===== config.mk =====
export PLATFORM = sky130hd
export DESIGN_NAME = module_demux_12_seq
export DESIGN_NICKNAME = d
export VERILOG_FILES = /design/src/rtl/demux_pkg.sv /design/src/rtl/module_slot_reg.sv /design/src/rtl/module_demux_12_seq.sv
export SDC_FILE = /design/constraint.sdc
export NUM_CORES = 1
export LEC_CHECK = 0
export BUFFER_PORTS_ARGS = -buffer_cell sky130_fd_sc_hd__buf_2
export CORE_ASPECT_RATIO = 0.9
export CORE_UTILIZATION = 53
export CTS_CLUSTER_SIZE = 40
export DETAILED_ROUTE_END_ITERATION = 6
export PLACE_DENSITY_LB_ADDON = 0.1
export SYNTH_ARGS = -nofsm -noshare
export SYNTH_HDL_FRONTEND = slang
export SYNTH_SLANG_ARGS = --single-unit

===== constraint.sdc =====
create_clock -name clk -period 3.2 [get_ports clk]
set_input_delay 0.16 -clock clk [delete_from_list [all_inputs] [get_ports clk]]
set_output_delay 0.16 -clock clk [all_outputs]
set_load 0.01 [all_outputs]

===== src/rtl/demux_pkg.sv =====
// Shared types and constants for the 1:2 nibble demux.
package demux_pkg;

  typedef enum logic [1:0] {
    EMPTY = 2'd0,
    PART  = 2'd1,
    FULL  = 2'd2
  } demux_state_t;

  localparam logic MODE_ALT = 1'b0;
  localparam logic MODE_SEL = 1'b1;

endpackage


===== src/rtl/module_slot_reg.sv =====
// Load-enabled holding register with synchronous reset to zero.
module module_slot_reg #(
  parameter int unsigned WIDTH = 4
) (
  input  logic             clk,
  input  logic             rst,
  input  logic             load,
  input  logic [WIDTH-1:0] d,
  output logic [WIDTH-1:0] q
);

  logic [WIDTH-1:0] q_q;

  always_ff @(posedge clk) begin
    if (rst) begin
      q_q <= '0;
    end else if (load) begin
      q_q <= d;
    end
  end

  assign q = q_q;

endmodule


===== src/rtl/module_demux_12_seq.sv =====
// Steers a time-shared operand stream into two slot registers and presents them as one pair.
module module_demux_12_seq
  import demux_pkg::*;
#(
  parameter int unsigned WIDTH = 4,
  parameter int unsigned CNT_W = 8
) (
  input  logic             clk,
  input  logic             rst,
  input  logic [WIDTH-1:0] in_data,
  input  logic             in_valid,
  output logic             in_ready,
  input  logic             sel_mode,
  input  logic             sel,
  output logic [WIDTH-1:0] out_1,
  output logic [WIDTH-1:0] out_2,
  output logic             out_valid,
  input  logic             out_ack,
  output logic [CNT_W-1:0] pair_count
);

  demux_state_t     state_q, state_d;
  logic             w1_q, w1_d;
  logic             w2_q, w2_d;
  logic             mode_q, mode_d;
  logic [CNT_W-1:0] cnt_q, cnt_d;
  logic             beat;
  logic             eff_mode;
  logic             to_slot2;
  logic             load_1, load_2;

  assign in_ready = !rst && (state_q != FULL);
  assign beat     = in_valid && in_ready;

  // Mode comes live from the port only on the beat that opens a pair; afterwards it is held.
  assign eff_mode = (state_q == EMPTY) ? sel_mode : mode_q;
  assign to_slot2 = (eff_mode == MODE_SEL) ? sel : (state_q == PART);

  always_comb begin
    state_d = state_q;
    w1_d    = w1_q;
    w2_d    = w2_q;
    mode_d  = mode_q;
    cnt_d   = cnt_q;
    load_1  = 1'b0;
    load_2  = 1'b0;
    unique case (state_q)
      EMPTY, PART: begin
        if (beat) begin
          if (state_q == EMPTY) begin
            mode_d = sel_mode;
          end
          if (to_slot2) begin
            load_2 = 1'b1;
            w2_d   = 1'b1;
          end else begin
            load_1 = 1'b1;
            w1_d   = 1'b1;
          end
          // Pair completes only when the other slot already holds data; same slot overwrites.
          state_d = (to_slot2 ? w1_q : w2_q) ? FULL : PART;
        end
      end
      FULL: begin
        if (out_ack) begin
          state_d = EMPTY;
          w1_d    = 1'b0;
          w2_d    = 1'b0;
          cnt_d   = cnt_q + CNT_W'(1);
        end
      end
      default: begin
        state_d = EMPTY;
        w1_d    = 1'b0;
        w2_d    = 1'b0;
      end
    endcase
  end

  always_ff @(posedge clk) begin
    if (rst) begin
      state_q <= EMPTY;
      w1_q    <= 1'b0;
      w2_q    <= 1'b0;
      mode_q  <= MODE_ALT;
      cnt_q   <= '0;
    end else begin
      state_q <= state_d;
      w1_q    <= w1_d;
      w2_q    <= w2_d;
      mode_q  <= mode_d;
      cnt_q   <= cnt_d;
    end
  end

  module_slot_reg #(
    .WIDTH(WIDTH)
  ) u_slot_1 (
    .clk  (clk),
    .rst  (rst),
    .load (load_1),
    .d    (in_data),
    .q    (out_1)
  );

  module_slot_reg #(
    .WIDTH(WIDTH)
  ) u_slot_2 (
    .clk  (clk),
    .rst  (rst),
    .load (load_2),
    .d    (in_data),
    .q    (out_2)
  );

  assign out_valid  = (state_q == FULL);
  assign pair_count = cnt_q;

endmodule


## Yosys cells after proc, flatten, opt, wreduce, memory -nomap -nowiden

Cells that the tools add are included.

- Register bits after elaboration: 21
- Input port bits: 10
- Output and inout port bits: 18
- Logic and storage cells: 45

- $add $sub $neg: 1
- Equal/unequal tests: 7
- Multiplexer cells: 20
- Reductions and logical operators: 10

Operators by type and width:

| cell | number |
|---|---|
| 1-bit 2-to-1 mux | 14 |
| 8-bit by 1-bit adder with 8-bit output, second input constant | 1 |
| 2-bit != test, second input constant | 4 |
| 2-bit 2-to-1 mux | 3 |
| 2-bit AND reduction | 3 |
| 3-bit AND reduction | 2 |
| 1-bit case mux with 2 select lines | 2 |
| 2-bit case mux with 2 select lines | 1 |
| 2-bit by 1-bit == test with 1-bit output, second input constant | 1 |
| 2-bit == test, second input constant | 1 |
| 1-bit logical AND | 2 |
| 2-bit zero test | 1 |
| 2-bit by 1-bit != test with 1-bit output, second input constant | 1 |
| 2-bit OR reduction | 1 |
| 1-bit zero test | 1 |

## Longest topological paths before layout

Gate-level depths: netlist (run 1).

- Depth after elaboration: 7
- Depth in mapped cells: 6
- Gate-level depth less buffers: 5

## Modules after synthesis

Synthesis (run 1) repeated with hierarchy kept, for this count alone.

- Cell total of the unflattened synthesis: 98
- Area total of the unflattened synthesis: 918.4 um^2

Modules (own cells, without submodules):

| module | times used | cells an instance | area each (um^2) | sequential area each (um^2) |
|---|---|---|---|---|
| module_demux_12_seq | 1 | 72 | 638.1 | 260.2 |
| module_slot_reg | 2 | 13 | 140.1 | 80.1 |

## Worst setup path after synthesis (run 1)

Ideal clock, no wire load.

- Kind: reg2reg
- Start: register state_q[1]
- End: register state_q[1]
- Library setup time: 0.117 ns
- Data arrival time: 1.348 ns
- Data required time: 3.083 ns
- Slack: 1.735 ns
- Stages on the path, launching flop included: 6
- Path buffers: 1
- Period minus slack after synthesis: 1.465 ns
- Cell sequence: dfxtp_1 -> buf_6 -> o21a_2 -> o22ai_2 -> mux2_1 -> a22o_1

- Cells in the longest elaborated chain, start to end: 7
- Elaborated cells between the ends (all ways): 16
- Those cells by class: eq/ne (5); mux (6); reduce/logical (5)

RTL lines:

| element | line | text |
|---|---|---|
| start, declared | module_demux_12_seq.sv:22 | `demux_state_t state_q, state_d;` |
| start signal, assigned | module_demux_12_seq.sv:88 | `state_q <= state_d;` |
| 2-bit zero test | module_demux_12_seq.sv:36, module_demux_12_seq.sv:47 |  |
| 1-bit 2-to-1 mux | -- |  |
| 1-bit 2-to-1 mux | module_demux_12_seq.sv:37 | `assign to_slot2 = (eff_mode == MODE_SEL) ? sel : (state_q == PART);` |
| 1-bit 2-to-1 mux | module_demux_12_seq.sv:61 | `state_d = (to_slot2 ? w1_q : w2_q) ? FULL : PART;` |
| 2-bit 2-to-1 mux | module_demux_12_seq.sv:61 |  |
| 2-bit 2-to-1 mux | module_demux_12_seq.sv:49 | `if (beat) begin` |
| 2-bit case mux with 2 select lines | module_demux_12_seq.sv:47 | `unique case (state_q)` |

Several ways; a longest one is shown, not always the timed one. The select of a mux whose other input is x is not followed.
A chain may end at the register's enable or synchronous reset.

## Worst setup path in the final report (run 1)

Ends and elaborated chain as after synthesis.

==> results.ini, run 1 <==
[clock_network]
clock_latency_ps=300
cts_max_path_buffers=2
cts.sinks=21
postCtsHoldBufs=0
cts_tree=built
clkTransAtPathRegs_ps=110
root_buffer=clkbuf_4
cts_made_buffers=3
post_cts_buffers=0
htree_levels=1
cts_resized=0

[finish]
area_growth_pct=15.27
fillers=155
final_util_pct=66.72
fin_nets=139
drive_gt1_share_pct=29.13
antennaDiodeCount=0

[timing]
finalHoldViolCount=0
final_min_period_over_clock_period_pct=57.41
layout_min_cycle_time_ps=1837
worstMarginPinSlew_ps=771.4
rsz0062_at_grt=false
fin_skew_ps=3.423
timing.setup.tns_ps=0
setup_viol=0
max_slew_margin_pct=48.35
fmax_mhz=544.3
drv_slew=0
holdWs_ps=87.77
post-route-worst-setup-slack_ps=1363

[worst_setup_path]
worstPathArrival_ps=2050
required_ps=3410
path_cells=o21a_2, o22ai_2, mux2_1, a22o_1
worstReg2RegStart=state_q[1]
crit_path_start_kind=register
slowest_stage=dfxtp_1
worst_setup_path_end_kind=register
cp-startpoint=state_q[1]
crit_fanout=11
slowest_delay_ps=430
crit_type=register to register

[detailed_routing]
vias=790
drt-initial-drc-count=21
antenna_left=0
drc=0
wirelength_um=1913
dr.pass1.iters=5
via_per_inst=5.232
wl_per_cell_um=12.67

[hold_path]
hold_class=primary input to register
holdCritStartpoint=in_data[1]

[grt]
track_usage_pct=20.37
grt_max_degree=24
antenna_found_initial=0
grt_pass1_wl_um=2939
grt_pass1_vias=656
grt-ovfl-total=0

[logic_synthesis]
syn_inst=103
synth_top_area_share_pct=42.75
avgSynthCellArea_um2=9.548
ys_top_cells_by_count=dfxtp_1, nor2_1, a21oi_1, mux2i_1, nand2_1
synth_area_um2=983.4
syn_nets=114
synth_warnings=0
ys_seq_elements=21
synthArstFlopShare_pct=0
yosysTopAreaCell=dfxtp_1
yosys_most_used_dff=dfxtp_1
synthTopCellsByArea=dfxtp_1, mux2i_1, nor2_1
synth_edf_count=0
synth_cell_types=36
yosysMostFrequentCell=dfxtp_1
yosysSeqAreaShare_pct=42.75

[floorplan]
die_y_um=42.87
dieArea_um2=2032
num_io_pins=28
rows=14
die_w_um=47.41
start_util_pct=57.88
core-area_um2=1699

[power]
p_leak_nw=0.5152
p_per_area_nw_per_um2=422.8
ir_worst_vdd_mv=0.3496
totalPowerFinal_mw=0.4793

[place]
place_congestion=0.8031
pre_cts_slack_ps=1414
numPortBuffers=27
dpl.hpwl_um=1373

[outcome]
status=finished clean

[flow_run]
maxCapViolations=0

==> where the power goes <==
group	switching, mW	internal [mW]
logic	0.0381	0.0305
clock network	0.0788	0.0487
registers	0.0108	0.273
==> path summary, 6_finish.rpt <==
check / to / slack [ps] / cells past startpoint
worst max register to register: state_q[1] / 1360 / 4
worst min register to register: state_q[0] / 470 / 1
worst max-delay path: state_q[1] / 1360 / 4
worst min-delay path: u_slot_1.q[1] / 90 / 2
==> stage by stage <==
step | std cells | area [um2]
floorplan | 103 | 983.4
global placement | 147 | 1107
detailed placement | 147 | 1107
CTS | 151 | 1134
global route | 151 | 1134
finish | 151 | 1134
==> per-layer routing <==
layer  global-route usage (%)  share of wire (%)
met5                        0                  0
met4                    8.000                1.4
met3                    2.979                3.8
met2                    30.96                 44
met1                    28.42                 51
==> placed cells by master, fill, tap and decap left out, drive strengths merged, types with 2 or more instances in the layout <==
| cell type | Yosys | final |
|---|---|---|
| a21oi | 7 | 7 |
| a31o | 4 | 4 |
| buf | 6 | 27 |
| clkbuf | 1 | 4 |
| dfxtp | 21 | 21 |
| inv | 3 | 3 |
| mux2i | 6 | 6 |
| nand2 | 5 | 5 |
| nand2b | 4 | 4 |
| nor2 | 17 | 17 |
| nor3 | 3 | 3 |
| o21ai | 2 | 2 |
| o221ai | 2 | 2 |
| xnor2 | 4 | 4 |
| xor2 | 2 | 2 |
==> cells by family (layout without fill, tap and decap cells) <==
logic type | after synthesis | count (layout) | share of synthesized area, %
simple gates | 38 | 38 | 21.63
mux | 7 | 7 | 7.252
compound gates | 20 | 20 | 16.41
buf+inv | 10 | 34 | 5.342
flops | 21 | 21 | 42.75
fa+ha+maj | 1 | 1 | 1.272
xor+xnor | 6 | 6 | 5.343
==> final cells by class <==
cell class                 instances  area (um2)  share of cell area [%]
timing repair buffer              27       135.1                   11.92
inverter                           3       11.26                  0.9934
multi-input combinational         72       510.5                   45.03
clock buffer                       4       26.28                   2.318
tap                               24       30.03                   2.649
sequential                        21       420.4                   37.09
==> sequential cells by signal (all words and copies together) (netlist names) <==
name        cells
pair_count      8
u_slot_1.q      4
u_slot_2.q      4
state_q         2
mode_q          1
w1_q            1
w2_q            1
==> critical path, delay by kind of cell, from the launching register on <==
kind / cells / cell delay, ps
compound gates: 3 / 940
mux: 1 / 380
flops: 1 / 430
Note: power is estimated with default switching activity, not from simulation.
==> run 2, diff against run 1 <==
- CORE_UTILIZATION: 53 -> 50
- clock period: 3.2 -> 1.8 ns (I/O delays scaled with it)
==> run 2 against run 1 <==
  * Global-route usage decreased by 1.2 points
  * Largest cell class unchanged
  * Highest routed layer unchanged
  * Maximum frequency is 19% higher
  * Non-clock buffer count rose by 4
  * Count of clock-buffer cells in the layout down 1
==> results.ini, run 2 (synthesis gave the netlist of run 1 again) <==
[timing]
rsz0062_at_grt=false
drv_slew=0
layout_min_cycle_time_ps=1543
fin_skew_ps=6.288
setup_viol=0
timing.setup.tns_ps=0
finalHoldViolCount=0
fmax_mhz=648.0
worstMarginPinSlew_ps=394.8
max_slew_margin_pct=73.68
final_min_period_over_clock_period_pct=85.73

[finish]
area_growth_pct=18.96
postLayoutCellArea_um2=1170
largest_reg_flops=8
drive_gt1_share_pct=30.53
final_common_cell=buf_2
fillers=165
ff_latch_area_um2=420.4
layout_common_cells=buf_2, dfxtp_1, nor2_1
fin_nets=143
antennaDiodeCount=0
multi_input_area_um2=510.5

[worst_setup_path]
worst_setup_path_end_kind=register
worstPathArrival_ps=1750
slowest_delay_ps=420
cp_top_family=compound AO/OA/AOI/OAI gates
required_ps=2010
critical_path_buf_inv_count=0
timing.rr.end=state_q[1]
crit_fanout=9
crit_type=register to register
worstRegToRegCells=4
slowest_stage=dfxtp_1
worstReg2RegStart=state_q[1]
ff2ff_setup_slack_ps=260
path_cells=o21a_2, o22ai_2, mux2_1, a22o_1
crit_path_start_kind=register

[clock_network]
root_buffer=clkbuf_4
clock_latency_ps=310
post_cts_buffers=0
cts_max_path_buffers=2
htree_levels=1
postCtsHoldBufs=2
cts.sinks=21
cts_made_buffers=3
cts_tree=built
cts_resized=0
clkTransAtPathRegs_ps=120

[floorplan]
dieArea_um2=2149
core-area_um2=1752
die_y_um=44.08
die_w_um=48.75
rows=14
num_io_pins=28
start_util_pct=56.14

[grt]
antenna_found_initial=0
grt_pass1_wl_um=3008
grt_pass1_vias=684
track_usage_pct=19.20
grt_max_degree=24
grt-ovfl-total=0

[flow_run]
maxCapViolations=0

[place]
numPortBuffers=27
place_area_um2=1122
place_congestion=0.7776
dpl.hpwl_um=1307

[hold_path]
hold_class=primary input to register
hold_path_end=u_slot_1.q[0]
holdCritStartpoint=in_data[0]
hold-path-cell-count=2

[detailed_routing]
highest_layer=met4
wirelength_um=1797
wl_met3_um=116
wl_per_cell_um=11.59
vias=824
wl_met1_um=850
antenna_left=0
wl_met2_um=788
dr.pass1.iters=5
drt-initial-drc-count=15
via_per_inst=5.316
drc=0

[power]
p_leak_nw=0.5361
ir_worst_vdd_mv=0.6356
p_per_area_nw_per_um2=732.7

[outcome]
status=finished clean

run 2: cell types whose count changed in the layout (fill, tap and decap cells not counted):
cell / change
clkbuf_1: -1
buf_4: +2
clkinv_2: +1
dlygate4sd3_1: +2
run 2: worst max-delay path by stage:
stage / cells after the start / end / slack (ps) / from
2_1_floorplan: 5 / state_q[1] / 340 / state_q[1]
6_report: 4 / state_q[1] / 260 / state_q[1]
5_1_grt: 4 / state_q[1] / 200 / state_q[1]
3_3_place_gp: 4 / state_q[1] / 310 / state_q[1]
3_5_place_dp: 4 / state_q[1] / 280 / state_q[1]
4_1_cts: 4 / state_q[1] / 260 / state_q[1]
run 2: layer usage:
| metal | global-route usage [%] | vias up |
|---|---|---|
| met5 | 0 | - |
| met4 | 12.35 | 0 |
| met3 | 6.186 | 5 |
| met2 | 32.22 | 29 |
| met1 | 21.52 | 374 |
| li1 | - | 416 |
run 2: layout make-up:
cell class	instances	share of cell area [%]
clock inverters	1	0.4278
repair buffers	31	14.55
multi-input cells	72	43.64
inverters	3	0.9626
clock buffers	3	1.925
well taps	24	2.567
flip-flops and latches	21	35.94
run 2: power by group:
| group | switching, mW | internal (mW) |
|---|---|---|
| registers | 0.0185 | 0.485 |
| logic | 0.0667 | 0.0626 |
| clock network | 0.142 | 0.0830 |
run 2: through the flow:
step	hold slack [ps]	util [%]	power [mW]	setup slack, ps	cells
6_report	8.339	66.79	0.8572	256.9	155
5_1_grt	1.720	66.79	0.9009	200.8	155
4_1_cts	0.06575	66.79	0.8675	259.8	155
3_5_place_dp	327.5	64.07	0.6396	277.9	149
3_3_place_gp	323.8	64.07	0.6377	311.1	149
2_1_floorplan	224.2	-	0.6014	335.1	103
run 2: worst register-to-register path: cells and delay by family (launching register included):
kind	cells	cell delay, ps
multiplexers	1	330
flip-flops	1	420
AO/OA/AOI/OAI	3	690
==> run 3, diff against run 2 <==
- RECOVER_POWER: unset -> 25
==> run 3 against run 2 <==
  * Flip-flop and latch count is the same
  * Worst hold slack improved by 1.4 ps
  * Sequential share of layout area increased by 0.35 points
  * Final area down 0.96%
  * Largest power group unchanged
==> results.ini, run 3 (synthesis gave the netlist of run 1 again) <==
[timing]
drv_slew=0
holdWs_ps=9.710
layout_min_cycle_time_ps=1546
setup_viol=0
worstMarginPinSlew_ps=398.9
rsz0062_at_grt=false
finalHoldViolCount=0
final_min_period_over_clock_period_pct=85.88
max_slew_margin_pct=73.41
fin_skew_ps=6.513
timing.setup.tns_ps=0
fmax_mhz=646.9

[clock_network]
root_buffer=clkbuf_4
cts_max_path_buffers=2
cts_made_buffers=3
clock_latency_ps=310
clkTransAtPathRegs_ps=120
htree_levels=1
cts.sinks=21
cts_tree=built
post_cts_buffers=0

[finish]
fin_nets=143
drive_gt1_share_pct=23.66
antennaDiodeCount=0
area_growth_pct=17.81
layout_common_cells=dfxtp_1, buf_2, nor2_1
largest_reg_flops=8
final_common_cell=dfxtp_1
final_util_pct=66.14

[place]
place_congestion=0.7776
dpl.hpwl_um=1307
numPortBuffers=27

[detailed_routing]
dr.pass1.iters=4
vias=817
drc=0
wl_per_cell_um=11.56
antenna_left=0
drt-initial-drc-count=15
via_per_inst=5.271
wirelength_um=1792

[worst_setup_path]
crit_fanout=9
slowest_stage=dfxtp_1
crit_type=register to register
slowest_delay_ps=430
worstPathArrival_ps=1750
critical_path_buf_inv_count=0
path_cells=o21a_2, o22ai_2, mux2_1, a22o_1
required_ps=2000
worst_setup_path_end_kind=register
cp_top_family=compound AO/OA/AOI/OAI gates
crit_path_start_kind=register

[power]
p_leak_nw=0.4985
p_per_area_nw_per_um2=737.7
p_seq_share_pct=58.9
ir_worst_vdd_mv=0.6363
swShare_pct=26.62
p_comb_share_pct=14.8
p_sw_mw=0.2275
clkPwrFrac_pct=26.3
power.internal_mw=0.6272
totalPowerFinal_mw=0.8547

[floorplan]
dieArea_um2=2149
core-area_um2=1752
rows=14
die_w_um=48.75
start_util_pct=56.14
num_io_pins=28
die_y_um=44.08

[grt]
antenna_found_initial=0
grt_pass1_vias=684
grt_max_degree=24
grt_pass1_wl_um=3008
grt-ovfl-total=0
track_usage_pct=19.20

[outcome]
status=finished clean

[flow_run]
maxCapViolations=0

[hold_path]
hold_class=primary input to register

==> run 3: cell count changes in the layout (fill, tap and decap cells not counted) <==
cell,change
buf_2,-9
clkbuf_1,+9
==> run 3: what timing repair did <==
action | 4_1_cts | 5_1_grt
endpoints found under the hold margin | 2 | 0
gates resized for setup | 0 | 0
hold buffers | 2 | 0
==> run 3: cell type report <==
| cell class | instances | area (um2) |
|---|---|---|
| Clock buffer | 3 | 22.52 |
| Clock inverter | 1 | 5.005 |
| Fill cell | 171 | 593.1 |
| Inverter | 3 | 11.26 |
| Multi-Input combinational cell | 72 | 510.5 |
| Sequential cell | 21 | 420.4 |
| Tap cell | 24 | 30.03 |
| Timing Repair Buffer | 31 | 158.9 |
==> run 3: power by group through the flow <==
stage	combinational (mW)	clock, mW	sequential, mW
6_report	0.126	0.225	0.503
5_1_grt	0.139	0.252	0.507
4_1_cts	0.130	0.234	0.503
3_5_place_dp	0.126	0	0.513
3_3_place_gp	0.125	0	0.513
2_1_floorplan	0.0917	0	0.510
==> run 3: stage by stage <==
step | instances | area [um2] | worst slack [ps]
finish | 155 | 1159 | 254.2
global route | 155 | 1159 | 200.8
CTS | 155 | 1170 | 259.8
detailed placement | 149 | 1122 | 277.9
global placement | 149 | 1122 | 311.1
floorplan | 103 | 983.4 | 335.1
==> run 3: routing by layer <==
| layer | wire length (um) | global-route usage, % | vias up | share of wire [%] |
|---|---|---|---|---|
| li1 | - | - | 415 | - |
| met1 | 858 | 21.52 | 377 | 48 |
| met2 | 794 | 32.22 | 20 | 44 |
| met3 | 98 | 6.186 | 5 | 5.5 |
| met4 | 41 | 12.35 | 0 | 2.3 |
| met5 | 0 | 0 | - | 0 |
==> run 3: path summary, 6_finish.rpt <==
| kind | start | depth (start not counted) | to | slack (ps) |
|---|---|---|---|---|
| max | state_q[1] | 4 | state_q[1] | 250 |
| min | in_data[0] | 2 | u_slot_1.q[0] | 10 |
| max reg2reg | state_q[1] | 4 | state_q[1] | 250 |
| min reg2reg | w2_q | 1 | state_q[0] | 470 |
